[config.mk]
export PLATFORM = sky130hd
export DESIGN_NAME = add_serial_16bit_flat
export DESIGN_NICKNAME = d
export VERILOG_FILES = /design/src/rtl/add_serial_16bit_pkg.sv /design/src/rtl/add_serial_16bit_if.sv /design/src/rtl/add_serial_16bit_adder_4bit.sv /design/src/rtl/add_serial_16bit.sv /design/src/flat_wrapper.sv
export SDC_FILE = /design/constraint.sdc
export NUM_CORES = 1
export LEC_CHECK = 0
export BUFFER_PORTS_ARGS = -buffer_cell sky130_fd_sc_hd__buf_2
export CAP_MARGIN = 20
export CORE_ASPECT_RATIO = 0.5
export CORE_MARGIN = 5
export CORE_UTILIZATION = 46
export DETAILED_ROUTE_END_ITERATION = 16
export PLACE_DENSITY_LB_ADDON = 0.25
export SYNTH_ARGS = -nofsm -noshare
export SYNTH_HDL_FRONTEND = slang
export SYNTH_SLANG_ARGS = --single-unit
[constraint.sdc]
create_clock -name clk -period 1.8 [get_ports clk]
set_input_delay 0.27 -clock clk [delete_from_list [all_inputs] [get_ports clk]]
set_output_delay 0.27 -clock clk [all_outputs]
set_load 0.03 [all_outputs]
[src/rtl/add_serial_16bit_pkg.sv]
// Shared types and constants for the nibble-serial adder: FSM states, widths, saturation values.
package add_serial_pkg;

    localparam int unsigned WIDTH_DEF = 16;
    localparam int unsigned NIB_W     = 4;

    localparam logic [WIDTH_DEF-1:0] SAT_POS = 16'h7FFF;
    localparam logic [WIDTH_DEF-1:0] SAT_NEG = 16'h8000;

    typedef enum logic [1:0] {
        IDLE = 2'd0,
        RUN  = 2'd1,
        DONE = 2'd2
    } state_t;

endpackage

[src/rtl/add_serial_16bit_if.sv]
// Request/result bundle of the nibble-serial adder; master issues operands, slave returns the result.
interface add_serial_16bit_if
    import add_serial_pkg::*;
#(
    parameter int unsigned WIDTH = WIDTH_DEF
);
    logic             start;
    logic [WIDTH-1:0] a;
    logic [WIDTH-1:0] b;
    logic             cin;
    logic             busy;
    logic             done;
    logic [WIDTH-1:0] sum;
    logic             cout;
    logic             ovfl;
    logic             neg;
    logic             zero;

    modport master (
        output start, a, b, cin,
        input  busy, done, sum, cout, ovfl, neg, zero
    );

    modport slave (
        input  start, a, b, cin,
        output busy, done, sum, cout, ovfl, neg, zero
    );
endinterface

[src/rtl/add_serial_16bit_adder_4bit.sv]
// Combinational 4-bit adder used as the per-nibble slice of the serial adder.
module adder_4bit
    import add_serial_pkg::*;
(
    input  logic [NIB_W-1:0] a,
    input  logic [NIB_W-1:0] b,
    input  logic             cin,
    output logic [NIB_W-1:0] sum,
    output logic             cout
);
    assign {cout, sum} = (NIB_W+1)'(a) + (NIB_W+1)'(b) + (NIB_W+1)'(cin);
endmodule

[src/rtl/add_serial_16bit.sv]
// Nibble-serial two's-complement adder: one 4-bit slice per cycle, LSB first, result with N/Z/V flags.
// Optional ADD_SERIAL_SAT_EN saturates the presented sum on signed overflow.
module add_serial_16bit
    import add_serial_pkg::*;
#(
    parameter int unsigned WIDTH = WIDTH_DEF
) (
    input  logic                clk,
    input  logic                rst,
    add_serial_16bit_if.slave   bus
);
    localparam int unsigned NNIB  = WIDTH / NIB_W;
    localparam int unsigned IDX_W = (NNIB > 1) ? $clog2(NNIB) : 1;

    state_t             state;
    logic [IDX_W-1:0]   idx;
    logic               carry;
    logic [WIDTH-1:0]   op_a;
    logic [WIDTH-1:0]   op_b;
    logic [WIDTH-1:0]   res;

    logic               busy_q;
    logic               done_q;
    logic [WIDTH-1:0]   sum_q;
    logic               cout_q;
    logic               ovfl_q;
    logic               neg_q;
    logic               zero_q;

    logic [NIB_W-1:0]   nib_sum;
    logic               nib_cout;
    logic [WIDTH-1:0]   final_c;
    logic               raw_ovfl_c;
    logic [WIDTH-1:0]   pres_c;

    // Operand registers shift right so the active nibble always sits in bits [3:0].
    adder_4bit u_nib_adder (
        .a    (op_a[NIB_W-1:0]),
        .b    (op_b[NIB_W-1:0]),
        .cin  (carry),
        .sum  (nib_sum),
        .cout (nib_cout)
    );

    assign final_c = {nib_sum, res[WIDTH-1:NIB_W]};

    // On the last nibble op_a[3]/op_b[3] hold the original operand sign bits.
    assign raw_ovfl_c = (op_a[NIB_W-1] == op_b[NIB_W-1]) && (nib_sum[NIB_W-1] != op_a[NIB_W-1]);

`ifdef ADD_SERIAL_SAT_EN
    localparam logic [WIDTH-1:0] SAT_P = (WIDTH == WIDTH_DEF) ? WIDTH'(SAT_POS) : {1'b0, {(WIDTH-1){1'b1}}};
    localparam logic [WIDTH-1:0] SAT_N = (WIDTH == WIDTH_DEF) ? WIDTH'(SAT_NEG) : {1'b1, {(WIDTH-1){1'b0}}};
    assign pres_c = raw_ovfl_c ? (op_a[NIB_W-1] ? SAT_N : SAT_P) : final_c;
`else
    assign pres_c = final_c;
`endif

    always_ff @(posedge clk) begin
        if (rst) begin
            state  <= IDLE;
            idx    <= '0;
            carry  <= 1'b0;
            op_a   <= '0;
            op_b   <= '0;
            res    <= '0;
            busy_q <= 1'b0;
            done_q <= 1'b0;
            sum_q  <= '0;
            cout_q <= 1'b0;
            ovfl_q <= 1'b0;
            neg_q  <= 1'b0;
            zero_q <= 1'b0;
        end else begin
            case (state)
                IDLE, DONE: begin
                    done_q <= 1'b0;
                    if (bus.start) begin
                        op_a   <= bus.a;
                        op_b   <= bus.b;
                        carry  <= bus.cin;
                        idx    <= '0;
                        busy_q <= 1'b1;
                        state  <= RUN;
                    end else begin
                        state  <= IDLE;
                    end
                end
                RUN: begin
                    res   <= final_c;
                    op_a  <= {NIB_W'(0), op_a[WIDTH-1:NIB_W]};
                    op_b  <= {NIB_W'(0), op_b[WIDTH-1:NIB_W]};
                    carry <= nib_cout;
                    idx   <= idx + IDX_W'(1);
                    if (idx == IDX_W'(NNIB - 1)) begin
                        state  <= DONE;
                        busy_q <= 1'b0;
                        done_q <= 1'b1;
                        sum_q  <= pres_c;
                        cout_q <= nib_cout;
                        ovfl_q <= raw_ovfl_c;
                        neg_q  <= pres_c[WIDTH-1];
                        zero_q <= (pres_c == '0);
                    end
                end
                default: begin
                    state  <= IDLE;
                    busy_q <= 1'b0;
                    done_q <= 1'b0;
                end
            endcase
        end
    end

    assign bus.busy = busy_q;
    assign bus.done = done_q;
    assign bus.sum  = sum_q;
    assign bus.cout = cout_q;
    assign bus.ovfl = ovfl_q;
    assign bus.neg  = neg_q;
    assign bus.zero = zero_q;

endmodule

[src/flat_wrapper.sv]
// flat-port wrapper written by rule: the top's interface ports become plain ports
module add_serial_16bit_flat import add_serial_pkg::*;
#(
    parameter int unsigned WIDTH = WIDTH_DEF
)
  (clk, rst, bus_start, bus_a, bus_b, bus_cin, bus_busy, bus_done, bus_sum, bus_cout, bus_ovfl, bus_neg, bus_zero);
  add_serial_16bit_if #(.WIDTH(WIDTH)) bus_i ();
  input  logic clk;
  input  logic rst;
  input wire logic [$bits(bus_i.start)-1:0] bus_start;
  input wire logic [$bits(bus_i.a)-1:0] bus_a;
  input wire logic [$bits(bus_i.b)-1:0] bus_b;
  input wire logic [$bits(bus_i.cin)-1:0] bus_cin;
  output wire logic [$bits(bus_i.busy)-1:0] bus_busy;
  output wire logic [$bits(bus_i.done)-1:0] bus_done;
  output wire logic [$bits(bus_i.sum)-1:0] bus_sum;
  output wire logic [$bits(bus_i.cout)-1:0] bus_cout;
  output wire logic [$bits(bus_i.ovfl)-1:0] bus_ovfl;
  output wire logic [$bits(bus_i.neg)-1:0] bus_neg;
  output wire logic [$bits(bus_i.zero)-1:0] bus_zero;
  assign bus_i.start = bus_start;
  assign bus_i.a = bus_a;
  assign bus_i.b = bus_b;
  assign bus_i.cin = bus_cin;
  assign bus_busy = bus_i.busy;
  assign bus_done = bus_i.done;
  assign bus_sum = bus_i.sum;
  assign bus_cout = bus_i.cout;
  assign bus_ovfl = bus_i.ovfl;
  assign bus_neg = bus_i.neg;
  assign bus_zero = bus_i.zero;
  add_serial_16bit #(.WIDTH(WIDTH)) u_core (.clk(clk), .rst(rst), .bus(bus_i));
endmodule
Word level (Yosys, flattened, before mapping). Index checks and enable logic that the tools add are counted.

Bitwise gates (word level): 1. Equality and inequality tests: 7. Muxes and demuxes: 14. Reductions and logical operators: 9. $add $sub $neg: 3.

Operator list (count): $pmux 16 s2 (2); $mux 16 (2); $logic_not 16->1 (1); $pmux 2 s2 (2); $reduce_and 2->1 (3); $add 4x4->5 (1); $add 5x1->5 (1); $eq 2x2->1 const B (2); $mux 1 (4); $mux 2 (2); $pmux 1 s2 (2); $reduce_or 2->1 (2); $add 2x1->2 const B (1); $eq 2x1->1 const B (1); $logic_not 2->1 (1); $ne 2x1->1 const B (1); $ne 2x2->1 const B (1); $reduce_bool 2->1 (1); $eq 1x1->1 (1); $logic_and 1x1->1 (1); $ne 1x1->1 (1); $not 1->1 (1).

Register bits after elaboration: 75.

Longest topological paths before layout.
Depth in word-level cells: 4. Depth in mapped cells: 6. Mapped depth without buffers: 6.

Cells and area by module. A second synthesis with hierarchy kept.

Cells, all modules: 361. Area total of the unflattened synthesis: 2879.0 um^2.

Modules (own cells, without submodules): add_serial_16bit (cells each 345, area an instance 2735.1 um^2, times used 1); adder_4bit (cells each 16, area an instance 143.9 um^2, times used 1).

Worst setup path before layout. No wires, ideal clock.

Path type: flip-flop to flip-flop. From: register u_core.op_b[0]. To: register u_core.zero_q (netlist: u_core.bus.zero). Slack: -0.166 ns. Buffers on the path: 0. Library setup time: 0.061 ns. Data required time: 1.739 ns. Cell stages (with the launch flop): 7. Arrival: 1.905 ns. Cell sequence: dfxtp_1 -> fa_1 -> fa_1 -> nor4_1 -> nand4_1 -> nor4_1 -> a32o_1.

Word-level cells in the longest chain between the ends: 3.

RTL lines: from (decl) (line add_serial_16bit.sv:19) `logic [WIDTH-1:0] op_b;`; from (signal assigned) (line add_serial_16bit.sv:79) `op_b <= bus.b;`; from (signal assigned) (line add_serial_16bit.sv:91) `op_b <= {NIB_W'(0), op_b[WIDTH-1:NIB_W]};`; $add 4x4->5 (line add_serial_16bit_adder_4bit.sv:11) `assign {cout, sum} = (NIB_W+1)'(a) + (NIB_W+1)'(b) + (NIB_W+1)'(cin);`; $add 5x1->5 (line add_serial_16bit_adder_4bit.sv:11); named net u_core.nib_sum[1] (line add_serial_16bit.sv:30) `logic [NIB_W-1:0] nib_sum;`; $logic_not 16->1 (line add_serial_16bit.sv:102) `zero_q <= (pres_c == '0);`; to (signal assigned) (line add_serial_16bit.sv:102); to (decl) (line add_serial_16bit.sv:28) `logic zero_q;`.

The timed path passes the listed nets, and every way through them passes these cells. A chain may end at the register's enable or synchronous reset.

Worst setup path after layout. Ends and elaborated chain as after synthesis.

==> flow_metrics.py <==
metrics = {
    "placed_design": {
        "place_congestion": 0.883,
        "port_buffers": 57,
        "dp_cells": 444,
        "dpl-instance-area_sq_um": 3260,
        "dpl.hpwl_mm": 4.52,
    },
    "worst_setup_path": {
        "crit_chain": "fa_2 -> fa_2 -> nor4_2 -> nand4_1 -> nor4_2 -> a32o_1",
        "r2r_start": "u_core.op_b[0]",
        "end_kind": "flop",
        "path_class": "reg2reg",
        "cpPeakStageDelay_ns": 0.46,
        "worstSetupStartpointType": "flop",
        "crit_buf_inv": 0,
        "crit_arrival_ns": 2.16,
        "rrSetupSlack_ns": -0.09,
        "path_max_fanout": 2,
        "cpLargestDelayFamily": "adder cells",
        "slowest_stage": "fa_2",
        "startpoint": "u_core.op_b[0]",
        "required_ns": 2.07,
    },
    "route": {
        "vias": 2360,
        "drtIter0Drc": 129,
        "post_drt_wl_per_cell_um": 14.2,
        "drt-total-wl_mm": 6.53,
        "drc_errors": 0,
        "via_per_inst": 5.13,
        "ant_nets": 0,
        "dr.pass1.iters": 4,
    },
    "yosys": {
        "async_reset_ff_share_pct": 0,
        "ys_types": 33,
        "ys_warn_count": 0,
        "synth-seq-cells": 70,
        "syn_nets": 356,
        "synthCells": 314,
        "synth_area_leaders": "dfxtp_1 48%, mux2i_1 8.2%, a211oi_1 6.1%, nor2_1 6.1%, nand2_1 5.1%",
        "netlist.area_leader.share_pct": 47.8,
        "synth.avg_cell_area_sq_um": 9.33,
        "synthFlopType": "dfxtp_1",
        "synth_edf_count": 0,
        "synth_area_sq_um": 2930,
        "yosysSeqAreaShare_pct": 47.8,
        "synth_top_cell_by_area": "dfxtp_1",
    },
    "power": {
        "peakVddDrop_mv": 0.590,
        "p_leak_nw": 1.52,
        "p_per_area_nw_per_um2": 1130,
    },
    "sta": {
        "fin_crit_ns": 1.89,
        "fin_crit_sh_pct": 105,
        "fmax_ghz": 0.529,
        "slew_violations": 0,
        "max_slew_margin_pct": 64.5,
        "holdWs_ns": 0.197,
        "layout_setup_ws_ns": -0.0889,
        "tightest_slew_ns": 0.533,
        "hold_violations": 0,
        "setup_viol": 1,
        "clock-skew-final_ns": 0.00490,
        "finalSetupTns_ns": -0.0889,
        "rsz0062_at_grt": "true",
    },
    "final_layout": {
        "synthToLayoutAreaGrowth_pct": 23.7,
        "layout-drive-gt1-share_pct": 30.4,
        "diodes": 0,
        "final_cell_area_sq_um": 3630,
        "final_util_pct": 59.1,
        "finalNonFillerCells": 460,
        "finalNetCount": 409,
    },
    "floorplan": {
        "initial_core_util_pct": 47.8,
        "die_y_um": 66.4,
        "num_rows": 20,
        "io_pins": 58,
        "die_w_um": 123,
        "core_area_sq_um": 6130,
        "die_area_sq_um": 8160,
    },
    "global_routing": {
        "gr-usage-met3_pct": 6.24,
        "grt_pass1_vias": 2371,
        "antenna_found_initial": 1,
        "top_usage_layer": "met2",
        "gr-usage-met2_pct": 29.7,
        "grt_usage_pct": 17.4,
        "overflow": 0,
        "grt_max_degree": 51,
        "grt_use_met1_pct": 19.6,
        "grt_first_pass_wirelength_mm": 11.0,
    },
    "clock_tree": {
        "htreeDepth": 3,
        "clock_latency_ns": 0.33,
        "clock_sinks": 70,
        "clock-root-buffer": "clkbuf_16",
        "cts_buffer_depth": 2,
        "postCtsSetupRepairBufs": 0,
        "clkTransAtPathRegs_ns": 0.05,
        "cts_made_buffers": 9,
        "cts_tree": "done",
    },
    "job": {
        "maxCapViolCount": 0,
    },
    "run_status": {
        "violations": "setup timing",
        "status": "finished, violations left",
    },
    "worst_hold_path": {
        "hold_path_startpoint": "bus_b[13]",
        "hold_class": "in2reg",
    },
}
## layer usage
| metal | vias to the layer above | share of wire, % |
|---|---|---|
| met2 | 47 | 48 |
| met3 | 11 | 5.4 |
| met5 | - | 0.11 |
| met4 | 2 | 1.7 |
| met1 | 1105 | 45 |
| li1 | 1195 | - |
## final cells by class
cell class	instances	area, sq um
fillers	533	2500
flip-flops and latches	70	1400
multi-input cells	217	1380
repair buffers	68	393
clock buffers	13	270
well taps	88	110
clock inverters	3	65.1
inverters	1	3.75
## placed cells by master, fill, tap and decap left out, types with 3 or more instances in the layout
master	instances
a211oi_1	24
nand2_2	9
nand2_1	40
a21oi_1	19
a22oi_1	10
a21oi_2	10
nor2_1	48
ha_1	4
buf_4	9
dfxtp_1	69
clkbuf_8	3
nand3_1	3
mux2i_1	24
buf_2	57
clkbuf_16	9
nor3_1	3
## metrics by stage
step	total power, W	worst slack [ns]
CTS	0.00413	-0.117
detailed placement	0.00218	-0.177
finish	0.00411	-0.0889
floorplan	0.00204	-0.0511
global placement	0.00216	-0.0867
global route	0.00428	-0.229
## cell usage after synthesis (4+ instances only)
library cell	n
dfxtp_1	70
nor2_1	48
nand2_1	40
a211oi_1	24
mux2i_1	24
a21oi_1	20
buf_2	12
a22oi_1	10
a21oi_2	9
nand2_2	9
clkbuf_1	6
ha_1	4
nor4_1	4
## power by group
part / internal [W] / switching (W) / total (W)
sequential: 0.00164 / 0.0000641 / 0.00170
clock: 0.00132 / 0.000631 / 0.00195
combinational: 0.000208 / 0.000250 / 0.000459
total: 0.00317 / 0.000945 / 0.00411
## cells by family after synthesis
group | after synthesis | share of synthesized area, %
mux | 24 | 8.20
flops | 70 | 47.8
fa+ha+maj | 6 | 3.07
simple gates | 113 | 16.7
xor+xnor | 3 | 0.897
buf+inv | 27 | 6.28
compound gates | 71 | 17.1
## flip-flops by register name (all words and copies together), names as in the netlist
register,flops
u_core.bus.sum,16
u_core.op_a,16
u_core.op_b,16
u_core.res,12
u_core.idx,2
u_core.state,2
u_core.bus.busy,1
u_core.bus.cout,1
u_core.bus.done,1
u_core.bus.ovfl,1
u_core.bus.zero,1
u_core.carry,1
## final timing paths
check	to	cells past startpoint
max	u_core.bus.zero	6
min reg2reg	u_core.bus.sum[9]	2
min	u_core.op_b[13]	3
max reg2reg	u_core.bus.zero	6
## worst min-delay path, cell delays in order
cell and delay (ns):
buf_2 0.07, a22oi_1 0.06, nor2_1 0.08
## timing repair
item	in CTS	in global routing
pin swaps	0	2
endpoints found under the hold margin	0	0
resized for setup	4	2
endpoints found under the setup margin	3	5
hold buffers	0	0
Power figures use the tool's default switching activity.
